==> config.mk <==
export PLATFORM = sky130hd
export DESIGN_NAME = lu_identifier_flat
export DESIGN_NICKNAME = d
export VERILOG_FILES = /design/src/rtl/lu_pkg.sv /design/src/rtl/lu_identifier_if.sv /design/src/rtl/lu_decode.sv /design/src/rtl/lu_identifier.sv /design/src/flat_wrapper.sv
export SDC_FILE = /design/constraint.sdc
export NUM_CORES = 1
export LEC_CHECK = 0
export BUFFER_PORTS_ARGS = -buffer_cell sky130_fd_sc_hd__buf_2
export CAP_MARGIN = 20
export CORE_MARGIN = 3
export CORE_UTILIZATION = 62
export DETAILED_ROUTE_END_ITERATION = 10
export HOLD_SLACK_MARGIN = 0.15
export PLACE_DENSITY = 0.89
export SLEW_MARGIN = 20
export SYNTH_ARGS = -nofsm -noshare
export SYNTH_HDL_FRONTEND = slang
export SYNTH_SLANG_ARGS = --single-unit
==> constraint.sdc <==
create_clock -name clk -period 2.9 [get_ports clk]
set_input_delay 0.29 -clock clk [delete_from_list [all_inputs] [get_ports clk]]
set_output_delay 0.29 -clock clk [all_outputs]
set_load 0.01 [all_outputs]
==> src/rtl/lu_pkg.sv <==
// Shared constants for the 2-input, 8-operation logic unit and its identifier.
// Truth tables are indexed by {x,y}, so bit 3 is x=1,y=1 and bit 0 is x=0,y=0.
package lu_pkg;

  localparam logic [2:0] OP_NOTX = 3'b000;
  localparam logic [2:0] OP_AND  = 3'b001;
  localparam logic [2:0] OP_NAND = 3'b010;
  localparam logic [2:0] OP_XOR  = 3'b011;
  localparam logic [2:0] OP_XNOR = 3'b100;
  localparam logic [2:0] OP_OR   = 3'b101;
  localparam logic [2:0] OP_NOR  = 3'b110;
  localparam logic [2:0] OP_ZERO = 3'b111;

  localparam logic [3:0] TT_NOTX = 4'b0011;
  localparam logic [3:0] TT_AND  = 4'b1000;
  localparam logic [3:0] TT_NAND = 4'b0111;
  localparam logic [3:0] TT_XOR  = 4'b0110;
  localparam logic [3:0] TT_XNOR = 4'b1001;
  localparam logic [3:0] TT_OR   = 4'b1110;
  localparam logic [3:0] TT_NOR  = 4'b0001;
  localparam logic [3:0] TT_ZERO = 4'b0000;

  typedef enum logic [1:0] {
    StIdle,
    StProbe,
    StDecode,
    StReport
  } lu_state_e;

endpackage

==> src/rtl/lu_identifier_if.sv <==
// Probe/result bundle between the identifier and whoever drives and observes it.
interface lu_identifier_if;
  logic       start;
  logic       w;
  logic       x;
  logic       y;
  logic       busy;
  logic       done;
  logic [2:0] e;
  logic       valid;
  logic       stable;

  modport master (output start, w, input x, y, busy, done, e, valid, stable);
  modport slave  (input start, w, output x, y, busy, done, e, valid, stable);
endinterface

==> src/rtl/lu_decode.sv <==
// Combinational map from an observed 4-bit truth table back to the select code.
module lu_decode
  import lu_pkg::*;
(
  input  logic [3:0] tt_i,
  output logic       match_o,
  output logic [2:0] code_o
);

  always_comb begin
    match_o = 1'b1;
    code_o  = 3'b000;
    case (tt_i)
      TT_NOTX: code_o = OP_NOTX;
      TT_AND:  code_o = OP_AND;
      TT_NAND: code_o = OP_NAND;
      TT_XOR:  code_o = OP_XOR;
      TT_XNOR: code_o = OP_XNOR;
      TT_OR:   code_o = OP_OR;
      TT_NOR:  code_o = OP_NOR;
      TT_ZERO: code_o = OP_ZERO;
      default: match_o = 1'b0;
    endcase
  end

endmodule

==> src/rtl/lu_identifier.sv <==
// Sweeps {x,y} through all four vectors for PASSES passes, builds the truth table
// of the unit under probe from w, and reports the recovered select code.
module lu_identifier
  import lu_pkg::*;
#(
  parameter int unsigned SETTLE = 1,
  parameter int unsigned PASSES = 2
) (
  input logic            clk,
  input logic            rst,
  lu_identifier_if.slave bus
);

  localparam int unsigned CntW     = (SETTLE > 0) ? $clog2(SETTLE + 1) : 1;
  localparam logic [CntW-1:0] CntLoad = CntW'(SETTLE);
  localparam logic [3:0] LastPass  = 4'(PASSES - 1);

  lu_state_e       state_q, state_d;
  logic [CntW-1:0] cnt_q, cnt_d;
  logic [1:0]      idx_q, idx_d;
  logic [3:0]      pass_q, pass_d;
  logic [3:0]      tt_q, tt_d;
  logic            agree_q, agree_d;
  logic            x_q, x_d;
  logic            y_q, y_d;
  logic            busy_q, busy_d;
  logic            done_q, done_d;
  logic [2:0]      e_q, e_d;
  logic            valid_q, valid_d;
  logic            stable_q, stable_d;

  logic            dec_match;
  logic [2:0]      dec_code;

  lu_decode u_decode (
    .tt_i    (tt_q),
    .match_o (dec_match),
    .code_o  (dec_code)
  );

  always_comb begin
    state_d  = state_q;
    cnt_d    = cnt_q;
    idx_d    = idx_q;
    pass_d   = pass_q;
    tt_d     = tt_q;
    agree_d  = agree_q;
    x_d      = x_q;
    y_d      = y_q;
    busy_d   = busy_q;
    done_d   = 1'b0;
    e_d      = e_q;
    valid_d  = valid_q;
    stable_d = stable_q;

    unique case (state_q)
      StIdle: begin
        x_d = 1'b0;
        y_d = 1'b0;
        if (bus.start) begin
          state_d = StProbe;
          busy_d  = 1'b1;
          cnt_d   = CntLoad;
          idx_d   = 2'd0;
          pass_d  = 4'd0;
          agree_d = 1'b1;
        end
      end
      StProbe: begin
        if (cnt_q != '0) begin
          cnt_d = cnt_q - CntW'(1);
        end else begin
          cnt_d = CntLoad;
          idx_d = idx_q + 2'd1;
          // Pass 0 captures the reference table; later passes only check against it.
          if (pass_q == 4'd0) begin
            tt_d[idx_q] = bus.w;
          end else if (tt_q[idx_q] != bus.w) begin
            agree_d = 1'b0;
          end
          if (idx_q == 2'd3) begin
            pass_d = pass_q + 4'd1;
            if (pass_q == LastPass) begin
              state_d = StDecode;
            end
          end
        end
        {x_d, y_d} = idx_d;
      end
      StDecode: begin
        state_d = StReport;
      end
      StReport: begin
        state_d  = StIdle;
        busy_d   = 1'b0;
        done_d   = 1'b1;
        stable_d = agree_q;
        valid_d  = dec_match & agree_q;
        e_d      = (dec_match & agree_q) ? dec_code : 3'b000;
      end
      default: begin
        state_d = StIdle;
      end
    endcase
  end

  always_ff @(posedge clk or posedge rst) begin
    if (rst) begin
      state_q  <= StIdle;
      cnt_q    <= '0;
      idx_q    <= 2'd0;
      pass_q   <= 4'd0;
      tt_q     <= 4'b0000;
      agree_q  <= 1'b0;
      x_q      <= 1'b0;
      y_q      <= 1'b0;
      busy_q   <= 1'b0;
      done_q   <= 1'b0;
      e_q      <= 3'b000;
      valid_q  <= 1'b0;
      stable_q <= 1'b0;
    end else begin
      state_q  <= state_d;
      cnt_q    <= cnt_d;
      idx_q    <= idx_d;
      pass_q   <= pass_d;
      tt_q     <= tt_d;
      agree_q  <= agree_d;
      x_q      <= x_d;
      y_q      <= y_d;
      busy_q   <= busy_d;
      done_q   <= done_d;
      e_q      <= e_d;
      valid_q  <= valid_d;
      stable_q <= stable_d;
    end
  end

  assign bus.x      = x_q;
  assign bus.y      = y_q;
  assign bus.busy   = busy_q;
  assign bus.done   = done_q;
  assign bus.e      = e_q;
  assign bus.valid  = valid_q;
  assign bus.stable = stable_q;

endmodule

==> src/flat_wrapper.sv <==
// flat-port wrapper written by rule: the top's interface ports become plain ports
module lu_identifier_flat import lu_pkg::*;
#(
  parameter int unsigned SETTLE = 1,
  parameter int unsigned PASSES = 2
)
  (clk, rst, bus_start, bus_w, bus_x, bus_y, bus_busy, bus_done, bus_e, bus_valid, bus_stable);
  lu_identifier_if bus_i ();
  input logic clk;
  input logic rst;
  input wire logic [$bits(bus_i.start)-1:0] bus_start;
  input wire logic [$bits(bus_i.w)-1:0] bus_w;
  output wire logic [$bits(bus_i.x)-1:0] bus_x;
  output wire logic [$bits(bus_i.y)-1:0] bus_y;
  output wire logic [$bits(bus_i.busy)-1:0] bus_busy;
  output wire logic [$bits(bus_i.done)-1:0] bus_done;
  output wire logic [$bits(bus_i.e)-1:0] bus_e;
  output wire logic [$bits(bus_i.valid)-1:0] bus_valid;
  output wire logic [$bits(bus_i.stable)-1:0] bus_stable;
  assign bus_i.start = bus_start;
  assign bus_i.w = bus_w;
  assign bus_x = bus_i.x;
  assign bus_y = bus_i.y;
  assign bus_busy = bus_i.busy;
  assign bus_done = bus_i.done;
  assign bus_e = bus_i.e;
  assign bus_valid = bus_i.valid;
  assign bus_stable = bus_i.stable;
  lu_identifier #(.SETTLE(SETTLE), .PASSES(PASSES)) u_core (.clk(clk), .rst(rst), .bus(bus_i));
endmodule
==> reports/qor.txt, run 1 <==
status = complete, no violations
hold violation total from the final report = 0
initial antenna violation count = 0
first-pass GRT wire length = 3788 µm
Final WS setup = 0.8310 ns
commonest non-fill, non-tap cells in the layout = 23 x dfrtp_1, 14 x inv_1, 12 x nor2_1, 12 x nand2_1, 12 x buf_2
Pre-Repair DR Iteration Count = 4
number of enable flip-flop cells after synthesis = 0
syn avg cell area = 10.53 µm²
Setup Fix Bufs, Post-CTS = 0
via count = 888
Final Non-Filler Cells = 165
ys flop type = dfrtp_1
Max-cap violations = 0
antenna viol nets, final = 0
CTS H-tree depth = 1
final wirelength = 2214 µm
Setup crit start kind = register
Filler cells = 137
unrepaired setup endpoints after global routing = false
fin area = 1420 µm²
mapped cell area = 1316 µm²
dpl cells = 160
CTS Buf Count = 3
Final min period = 2.069 ns
routability cong. = 0.8449
crit end category = register
crit path max fanout = 17
most common cell after layout, fill and taps aside = dfrtp_1
post-synthesis register bit count = 23
Port Buf Inserts = 12
Lkg Pwr = 0.6705 nW
HPWL after DPL = 1716 µm
pin count of the biggest net entering global routing = 24
Placed Area = 1383 µm²
core outline area = 1982 µm²
Pwr Density = 977.3 nW/µm²
HP Class = in -> reg
final setup vio count = 0
Die W = 52.08 µm
routed vias/inst = 5.382
number of global-route vias before repair = 872
Pins Over Slew Limit = 0
# DRC = 0
row count = 16
setup TNS = 0 ns
CTS-repair resized insts = 0
syn nets = 140
Die ar. = 2712 µm²
final core occ = 71.65%
diode count = 0
clock-pin slew on the worst setup and hold paths = 0.12 ns
drt wl/cell = 13.42 µm
ys async rst share = 100.0%
Synth cell types = 31
CTS Root Cell = clkbuf_4
Required @ worst endpoint = 3.10 ns
skew final = 0.008417 ns
final net count = 154
hold_ws = 0.2693 ns
num ports = 13
Seq/Total Area, Yosys = 43.73%
crit path kind = reg -> reg
CTS tree = done
Die Height = 52.08 µm
initial drt markers = 12
Initial Util = 66.41%
Gate Count Post-Synth = 125
Overall Power = 1.388 mW
Worst slew margin = 43.63%
GRT Util Overall = 18.90%
CP arrival = 2.27 ns
Congestion Overflow GR = 0
Area Overhead vs Synth = 7.890%
Post-CTS Hold Buffers = 1
share of cells above drive strength 1 = 21.01%
Bufs on Longest Clock Path = 2
worst-skew pair later-pin latency = 0.31 ns
worst-margin pin slew = 0.8446 ns
Synthesis Warnings = 0
pre-CTS WS = 0.8448 ns
Max Clock Freq = 483.3 MHz
crit share post-route = 71.34%
Clock Sinks = 23
VDD IR max = 0.7784 mV
[cell usage after synthesis, types with 2 or more instances]
master / instances / area, µm²
mux2i_1: 5 / 50.05
o21ai_0: 10 / 50.05
o22ai_1: 2 / 12.51
nand2_1: 12 / 45.04
ha_1: 11 / 137.6
mux2_2: 7 / 78.83
dfrtp_1: 23 / 575.6
inv_1: 14 / 52.55
and2_1: 2 / 12.51
a21oi_1: 4 / 20.02
a2111oi_4: 2 / 55.05
nor2_1: 12 / 45.04
nand2b_1: 2 / 12.51
xnor2_1: 2 / 17.52
[per-layer routing]
metal,track usage [%],part of all wire (%),up-vias
met2,33.05,52,9
met3,2.579,2.3,2
met5,0,0,-
li1,-,-,446
met1,23.06,44,431
met4,7.860,1.6,0
[power breakdown]
part,total [mW],internal [mW],switching [mW]
clock network,0.145,0.0516,0.0936
registers,0.566,0.452,0.113
logic,0.677,0.303,0.374
[logic make-up after synthesis]
| group | Yosys count | synth area share, % |
|---|---|---|
| simple gates | 35 | 13.40 |
| flops | 23 | 43.73 |
| compound gates | 22 | 12.83 |
| buf+inv | 18 | 6.083 |
| mux | 13 | 11.50 |
| fa+ha+maj | 11 | 10.46 |
| xor+xnor | 3 | 1.997 |
[state kept, by name (all words and copies together) (netlist names)]
register and count:
u_core.tt_q 4, u_core.agree_q 1, u_core.cnt_q 1, u_core.bus.stable 1, u_core.bus.valid 1, u_core.bus.busy 1, u_core.bus.x 1, u_core.idx_q 2
u_core.bus.done 1, u_core.state_q 2, u_core.bus.y 1, u_core.pass_q 4, u_core.bus.e 3
[worst paths after layout]
kind	start	endpoint	slack, ns	cells past startpoint
hold reg to reg	u_core.bus.busy	u_core.bus.busy	0.52	2
max in group asynchronous	rst	u_core.pass_q[1]	1.70	3
setup / recovery	u_core.state_q[1]	u_core.tt_q[1]	0.83	6
hold / removal	bus_w	u_core.tt_q[3]	0.27	2
min in group asynchronous	rst	u_core.bus.busy	0.68	3
setup reg to reg	u_core.state_q[1]	u_core.tt_q[1]	0.83	6
[final cells by class]
class,count,area [µm²],share of cell area [%]
tap,27,33.78,2.379
timing repair buffer,13,70.07,4.934
sequential,23,575.6,40.53
multi-input combinational,84,660.6,46.52
inverter,14,52.55,3.700
clock inverter,1,5.005,0.3524
clock buffer,3,22.52,1.586
[critical path: stages, from the launching register on]
cell and delay [ns]:
dfrtp_1 0.43, inv_1 0.09, ha_1 0.54, nand4bb_1 0.28, nor2_1 0.25, nand2_1 0.09, mux2_2 0.27
Note: power is estimated with default switching activity, not from simulation.
==> run 2, diff against run 1 <==
--- a/config.mk
+++ b/config.mk
@@ -5,13 +5,14 @@
 export SDC_FILE = /design/constraint.sdc
 export NUM_CORES = 1
 export LEC_CHECK = 0
+export ABC_AREA = 1
 export BUFFER_PORTS_ARGS = -buffer_cell sky130_fd_sc_hd__buf_2
 export CAP_MARGIN = 20
 export CORE_MARGIN = 3
-export CORE_UTILIZATION = 62
+export CORE_UTILIZATION = 51
 export DETAILED_ROUTE_END_ITERATION = 10
 export HOLD_SLACK_MARGIN = 0.15
-export PLACE_DENSITY = 0.89
+export PLACE_DENSITY = 0.79
 export SLEW_MARGIN = 20
 export SYNTH_ARGS = -nofsm -noshare
 export SYNTH_HDL_FRONTEND = slang
==> constraint.sdc (replaced) <==
create_clock -name clk -period 1.7 [get_ports clk]
set_input_delay 0.17 -clock clk [delete_from_list [all_inputs] [get_ports clk]]
set_output_delay 0.17 -clock clk [all_outputs]
set_load 0.01 [all_outputs]
==> run 2 against run 1 <==
Net effect:
- final cell count increased by 22%
- total power rose by 69%
- combinational power rose by 68%
- global-route usage shrank 2.7 points
- flip-flop and latch count is the same
- final area is 0.97% lower
- first-iteration DRC count increased by 130%
- wire length rose by 3.2%
- register-to-register slack worse by 0.64 ns
- via count is 18% higher
- area after synthesis decreased by 3.9%
- non-clock buffer count rose by 1
- highest routed layer unchanged
==> reports/qor.txt, run 2 <==
initial antenna violation count = 0 (unchanged)
commonest non-fill, non-tap cells in the layout = 49 x nand2_1, 23 x dfrtp_1, 20 x inv_1 (was 23 x dfrtp_1, 14 x inv_1, 12 x nor2_1, 12 x nand2_1, 12 x buf_2)
worst-margin pin slew = 0.4082 ns (was 0.8446 ns)
clock share of power = 10.1% (was 10.5%)
fin area = 1406 µm² (was 1420 µm²)
setup TNS = 0 ns (unchanged)
skew final = 0.001532 ns (was 0.008417 ns)
initial drt markers = 28 (was 12)
hold violation total from the final report = 0 (unchanged)
dpl cells = 197 (was 160)
Max Clock Freq = 663.5 MHz (was 483.3 MHz)
Initial Util = 55.58% (was 66.41%)
CTS Buf Count = 3 (unchanged)
switching part of the total = 45.87% (was 41.86%)
Gate Count Post-Synth = 156 (was 125)
final wirelength = 2284 µm (was 2214 µm)
hold_ws = 0.2196 ns (was 0.2693 ns)
syn nets = 171 (was 140)
Final min period = 1.507 ns (was 2.069 ns)
Clock Sinks = 23 (unchanged)
reg2reg path depth = 7 (was 6)
Required @ worst endpoint = 1.88 ns (was 3.10 ns)
Hold Crit Start = bus_w (unchanged)
Die ar. = 3114 µm² (was 2712 µm²)
Congestion Overflow GR = 0 (unchanged)
Pwr Density = 1672 nW/µm² (was 977.3 nW/µm²)
unrepaired setup endpoints after global routing = false (unchanged)
P_sw = 1.079 mW (was 0.5809 mW)
share of cells above drive strength 1 = 13.22% (was 21.01%)
antenna viol nets, final = 0 (unchanged)
Synth area leader = dfrtp_1 (unchanged)
VDD IR max = 0.9394 mV (was 0.7784 mV)
worst-skew pair later-pin latency = 0.30 ns (was 0.31 ns)
Min-Delay Path Depth = 3 (was 2)
HPWL after DPL = 1823 µm (was 1716 µm)
clock-pin slew on the worst setup and hold paths = 0.11 ns (was 0.12 ns)
Die Height = 55.80 µm (was 52.08 µm)
Seq/Total Area, Yosys = 45.50% (was 43.73%)
Port Buf Inserts = 12 (unchanged)
pin count of the biggest net entering global routing = 24 (unchanged)
via count = 1047 (was 888)
pre-CTS WS = 0.1520 ns (was 0.8448 ns)
most common cell after layout, fill and taps aside = nand2_1 (was dfrtp_1)
row count = 17 (was 16)
final core occ = 61.79% (was 71.65%)
Lkg Pwr = 0.7875 nW (was 0.6705 nW)
Yosys top cell area share = 45.50% (was 43.73%)
Bufs on Longest Clock Path = 2 (unchanged)
Filler cells = 205 (was 137)
top-count cell post-synth = nand2_1 (was dfrtp_1)
Area Overhead vs Synth = 11.18% (was 7.890%)
Final Non-Filler Cells = 202 (was 165)
R2R Path Start = u_core.state_q[1] (unchanged)
ys flop type = dfrtp_1 (unchanged)
crit share post-route = 88.65% (was 71.34%)
GRT Util Overall = 16.20% (was 18.90%)
sequential share of power = 41.3% (was 40.8%)
core outline area = 2276 µm² (was 1982 µm²)
Final WS setup = 0.1929 ns (was 0.8310 ns)
synth cell count leaders = 49 x nand2_1, 23 x dfrtp_1, 20 x inv_1 (was 23 x dfrtp_1, 14 x inv_1, 12 x nand2_1, 12 x nor2_1, 11 x ha_1)
Die W = 55.80 µm (was 52.08 µm)
status = complete, no violations (unchanged)
top cells by area, synth = dfrtp_1 45%, nand2_1 15%, ha_1 11%, nand3_1 6.3%, inv_1 5.9% (was dfrtp_1 44%, ha_1 10%, mux2_2 6.0%, a2111oi_4 4.2%, inv_1 4.0%)
diode count = 0 (unchanged)
ys async rst share = 100.0% (unchanged)
routed vias/inst = 5.183 (was 5.382)
first-pass GRT wire length = 4098 µm (was 3788 µm)
worst reg2reg setup slack = 0.19 ns (was 0.83 ns)
internal power = 1.273 mW (was 0.8069 mW)
Hold Crit Endpoint = u_core.tt_q[0] (was u_core.tt_q[3])
mapped cell area = 1265 µm² (was 1316 µm²)
final setup vio count = 0 (unchanged)
worst r2r dst = u_core.tt_q[3] (was u_core.tt_q[1])
final net count = 190 (was 154)
Setup Fix Bufs, Post-CTS = 0 (unchanged)
CTS Root Cell = clkbuf_4 (unchanged)
syn avg cell area = 8.109 µm² (was 10.53 µm²)
routability cong. = 0.8204 (was 0.8449)
Overall Power = 2.351 mW (was 1.388 mW)
Combinational Power Share = 48.6% (was 48.8%)
Max-cap violations = 0 (unchanged)
CP arrival = 1.69 ns (was 2.27 ns)
Worst slew margin = 72.50% (was 43.63%)
number of global-route vias before repair = 1037 (was 872)
drt wl/cell = 11.31 µm (was 13.42 µm)
crit end category = register (unchanged)
crit path kind = reg -> reg (unchanged)
num ports = 13 (unchanged)
Synthesis Warnings = 0 (unchanged)
post-synthesis register bit count = 23 (unchanged)
Pins Over Slew Limit = 0 (unchanged)
Synth cell types = 15 (was 31)
Setup crit start kind = register (unchanged)
# DRC = 0 (unchanged)
CTS tree = done (unchanged)
Placed Area = 1368 µm² (was 1383 µm²)
crit path max fanout = 7 (was 17)
number of enable flip-flop cells after synthesis = 0 (unchanged)
HP Class = in -> reg (unchanged)
CTS H-tree depth = 1 (unchanged)
Pre-Repair DR Iteration Count = 4 (unchanged)
## run 2: cell count changes after synthesis, moves of 5 or more
| cell | previous run | this run |
|---|---|---|
| inv_1 | 14 | 20 |
| nand2_1 | 12 | 49 |
| o21ai_0 | 10 | 15 |
| mux2i_1 | 5 | 0 |
| nand3_1 | 1 | 16 |
| mux2_2 | 7 | 0 |
## run 2: repair_timing
| action | CTS | global route |
|---|---|---|
| gates resized for setup | 0 | 1 |
| hold buffers | 1 | 0 |
| hold endpoints to repair | 23 | 0 |
| setup endpoints to repair | 0 | 2 |
## run 2: area by class of cell
class / instances / area (µm²) / area share, %
Multi-Input combinational cell: 112 / 613.1 / 43.59
Tap cell: 28 / 35.03 / 2.491
Clock buffer: 4 / 26.28 / 1.868
Sequential cell: 23 / 575.6 / 40.93
Timing Repair Buffer: 14 / 77.57 / 5.516
Inverter: 21 / 78.83 / 5.605
## run 2: kinds of logic (layout without fill, tap and decap cells)
family                   count (synthesis)  after routing  share of synthesized area, %
XOR/XNOR                                 1              1                        0.6925
buffers and inverters                   21             39                         6.231
flip-flops                              23             23                         45.50
AND/OR/NAND/NOR                         78             78                         27.70
adder cells (fa/ha/maj)                 11             11                         10.88
AO/OA/AOI/OAI                           22             22                         9.001
## run 2: power by group through the flow
stage | Sequential [mW] | Clock, mW | Combinational, mW
after global routing | 1.01 | 0.276 | 1.32
final | 0.971 | 0.238 | 1.14
after detailed placement | 0.980 | 0 | 1.15
after CTS | 0.970 | 0.251 | 1.15
after floorplan | 0.974 | 0 | 0.838
after global placement | 0.964 | 0 | 1.09
## run 2: how the worst max path moves through the flow
stage | endpoint | startpoint | slack, ns
3_3_place_gp | u_core.tt_q[3] | u_core.state_q[1] | 0.23
5_1_grt | u_core.tt_q[0] | u_core.state_q[1] | 0.05
6_report | u_core.tt_q[3] | u_core.state_q[1] | 0.19
3_5_place_dp | u_core.tt_q[3] | u_core.state_q[1] | 0.15
4_1_cts | u_core.tt_q[3] | u_core.state_q[1] | 0.13
2_1_floorplan | u_core.tt_q[0] | u_core.state_q[1] | 0.33
## run 2: metal layers
metal | wire, µm | vias to the layer above | track usage (%)
met5 | 0 | - | 0
met4 | 23 | 0 | 5.208
met3 | 101 | 6 | 3.248
met2 | 1125 | 22 | 29.05
met1 | 1033 | 486 | 19.23
li1 | - | 533 | -
## run 2: worst max-delay path: stages, from the launching register on
cell and delay, ns:
dfrtp_1 0.43, inv_1 0.10, ha_2 0.25, nand2_1 0.12, nor3_4 0.25, nand2_1 0.10, nand2_1 0.06, o21ai_0 0.09
==> run 3, diff against run 2 <==
--- a/config.mk
+++ b/config.mk
@@ -13,6 +13,7 @@
 export DETAILED_ROUTE_END_ITERATION = 10
 export HOLD_SLACK_MARGIN = 0.15
 export PLACE_DENSITY = 0.79
+export RECOVER_POWER = 25
 export SLEW_MARGIN = 20
 export SYNTH_ARGS = -nofsm -noshare
 export SYNTH_HDL_FRONTEND = slang
==> run 3 against run 2 <==
Net effect:
- maximum frequency about the same
- core utilization decreased by 0.11 points
- critical path type unchanged
- clock skew did not move
- clock-buffer cell count stayed put
- first-iteration DRC count did not move
- largest cell class unchanged
- critical endpoint unchanged
- critical path depth unchanged
- worst hold slack barely moved
- global-route usage is the same
- largest power group unchanged
- final cell count did not move
- total power hardly changed
- flip-flop and latch count is the same
- sequential power barely moved
==> reports/qor.txt, run 3 (synthesis results as in run 2) <==
commonest non-fill, non-tap cells in the layout = 49 x nand2_1, 23 x dfrtp_1, 20 x inv_1 (unchanged)
initial antenna violation count = 0 (unchanged)
crit-path cells = inv_1 -> ha_2 -> nand2_1 -> nor3_4 -> nand2_1 -> nand2_1 -> o21ai_0 (unchanged)
number of global-route vias before repair = 1037 (unchanged)
CTS H-tree depth = 1 (unchanged)
final net count = 190 (unchanged)
setup TNS = 0 ns (unchanged)
clock share of power = 10.1% (about the same)
Most common cell on crit path = nand2_1 (unchanged)
Min-Delay Path Depth = 3 (unchanged)
crit path kind = reg -> reg (unchanged)
num ports = 13 (unchanged)
antenna viol nets, final = 0 (unchanged)
CP max-delay cell = dfrtp_1 (unchanged)
Max Clock Freq = 663.5 MHz (about the same)
Clock Sinks = 23 (unchanged)
row count = 17 (unchanged)
final setup vio count = 0 (unchanged)
most common cell after layout, fill and taps aside = nand2_1 (unchanged)
final wirelength = 2283 µm (was 2284 µm)
R2R Path Start = u_core.state_q[1] (unchanged)
CTS tree = done (unchanged)
Max-cap violations = 0 (unchanged)
P_sw = 1.077 mW (was 1.079 mW)
Placed Area = 1368 µm² (unchanged)
Combinational Power Share = 48.5% (was 48.6%)
Pins Over Slew Limit = 0 (unchanged)
Initial Util = 55.58% (unchanged)
Final WS setup = 0.1929 ns (about the same)
internal power = 1.272 mW (was 1.273 mW)
skew final = 0.001532 ns (unchanged)
diode count = 0 (unchanged)
Hold Crit Start = bus_w (unchanged)
Bufs on Longest Clock Path = 2 (unchanged)
HPWL after DPL = 1823 µm (unchanged)
CP arrival = 1.69 ns (about the same)
Worst slew margin = 63.49% (was 72.50%)
Pwr Density = 1673 nW/µm² (was 1672 nW/µm²)
Setup crit start kind = register (unchanged)
Required @ worst endpoint = 1.88 ns (about the same)
Die W = 55.80 µm (unchanged)
Lkg Pwr = 0.7869 nW (was 0.7875 nW)
worst r2r dst = u_core.tt_q[3] (unchanged)
VDD IR max = 0.9388 mV (was 0.9394 mV)
pin count of the biggest net entering global routing = 24 (unchanged)
Overall Power = 2.349 mW (was 2.351 mW)
hold violation total from the final report = 0 (unchanged)
Pre-Repair DR Iteration Count = 4 (unchanged)
status = complete, no violations (unchanged)
routed vias/inst = 5.193 (was 5.183)
Final min period = 1.507 ns (about the same)
Max stage delay on crit path = 0.43 ns (about the same)
crit path max fanout = 7 (unchanged)
GRT Util Overall = 16.20% (unchanged)
initial drt markers = 28 (unchanged)
CTS Buf Count = 3 (unchanged)
Hold Crit Endpoint = u_core.tt_q[0] (unchanged)
worst-skew pair later-pin latency = 0.30 ns (about the same)
HP Class = in -> reg (unchanged)
Port Buf Inserts = 12 (unchanged)
worst-margin pin slew = 0.5477 ns (was 0.4082 ns)
routability cong. = 0.8204 (unchanged)
unrepaired setup endpoints after global routing = false (unchanged)
crit share post-route = 88.65% (about the same)
first-pass GRT wire length = 4098 µm (unchanged)
reg2reg path depth = 7 (unchanged)
CTS Root Cell = clkbuf_4 (unchanged)
# DRC = 0 (unchanged)
switching part of the total = 45.86% (was 45.87%)
clock-pin slew on the worst setup and hold paths = 0.11 ns (about the same)
Die ar. = 3114 µm² (unchanged)
drt wl/cell = 11.30 µm (was 11.31 µm)
crit end category = register (unchanged)
Die Height = 55.80 µm (unchanged)
via count = 1049 (was 1047)
pre-CTS WS = 0.1520 ns (unchanged)
Area Overhead vs Synth = 10.98% (was 11.18%)
fin area = 1404 µm² (was 1406 µm²)
worst reg2reg setup slack = 0.19 ns (about the same)
core outline area = 2276 µm² (unchanged)
sequential share of power = 41.3% (about the same)
share of cells above drive strength 1 = 13.22% (unchanged)
Congestion Overflow GR = 0 (unchanged)
==> run 3: changes by cell type in the layout (fill, tap and decap cells not counted), sizes merged <==
cell    previous run  this run
buf               13        12
clkbuf             4         5
==> run 3: stage by stage <==
| stage | utilization, % | hold WS, ns | instances |
|---|---|---|---|
| 3_3_place_gp | 60.09 | 0.2186 | 197 |
| 4_1_cts | 61.68 | 0.2112 | 202 |
| 2_1_floorplan | - | 0.1719 | 156 |
| 5_1_grt | 61.68 | 0.2236 | 202 |
| 3_5_place_dp | 60.09 | 0.2218 | 197 |
| 6_report | 61.68 | 0.2196 | 202 |
==> run 3: power groups by stage <==
stage	registers, mW	logic, mW	clock network [mW]
after detailed placement	0.980	1.15	0
after global routing	1.01	1.32	0.276
final	0.971	1.14	0.238
after floorplan	0.974	0.838	0
after CTS	0.970	1.15	0.251
after global placement	0.964	1.09	0
==> run 3: cell type report <==
type | instances | area, µm²
Tap cell | 28 | 35.03
Fill cell | 206 | 872.1
Timing Repair Buffer | 14 | 75.07
Multi-Input combinational cell | 112 | 613.1
Sequential cell | 23 | 575.6
Inverter | 21 | 78.83
Clock buffer | 4 | 26.28
==> run 3: worst max path at each step <==
stage	startpoint	endpoint	slack, ns	depth (start not counted)
after CTS	u_core.state_q[1]	u_core.tt_q[3]	0.13	6
after floorplan	u_core.state_q[1]	u_core.tt_q[0]	0.33	7
after global routing	u_core.state_q[1]	u_core.tt_q[0]	0.05	7
after global placement	u_core.state_q[1]	u_core.tt_q[3]	0.23	7
final	u_core.state_q[1]	u_core.tt_q[3]	0.19	7
after detailed placement	u_core.state_q[1]	u_core.tt_q[3]	0.15	7
==> run 3: worst max-delay path, delay by kind of cell (launching register included) <==
family	cells	cell delay, ns
adders and majority gates	1	0.25
DFF	1	0.43
AOI/OAI and AO/OA	1	0.09
and+or+nand+nor	4	0.53
buffers and inverters	1	0.10
==> run 3: what timing repair did <==
action | 4_1_cts | 5_1_grt
setup endpoints to repair | 0 | 2
setup buffers | 0 | 0
hold endpoints to repair | 23 | 0
hold buffers | 1 | 0
gates resized for setup | 0 | 1
==> run 3: per-layer routing <==
layer / wire [µm] / vias to the layer above / GRT usage (%) / share of wire (%)
met2: 1131 / 22 / 29.05 / 50
met3: 101 / 6 / 3.248 / 4.4
met1: 1026 / 488 / 19.23 / 45
li1: - / 533 / - / -
met5: 0 / - / 0 / 0
met4: 23 / 0 / 5.208 / 1.0
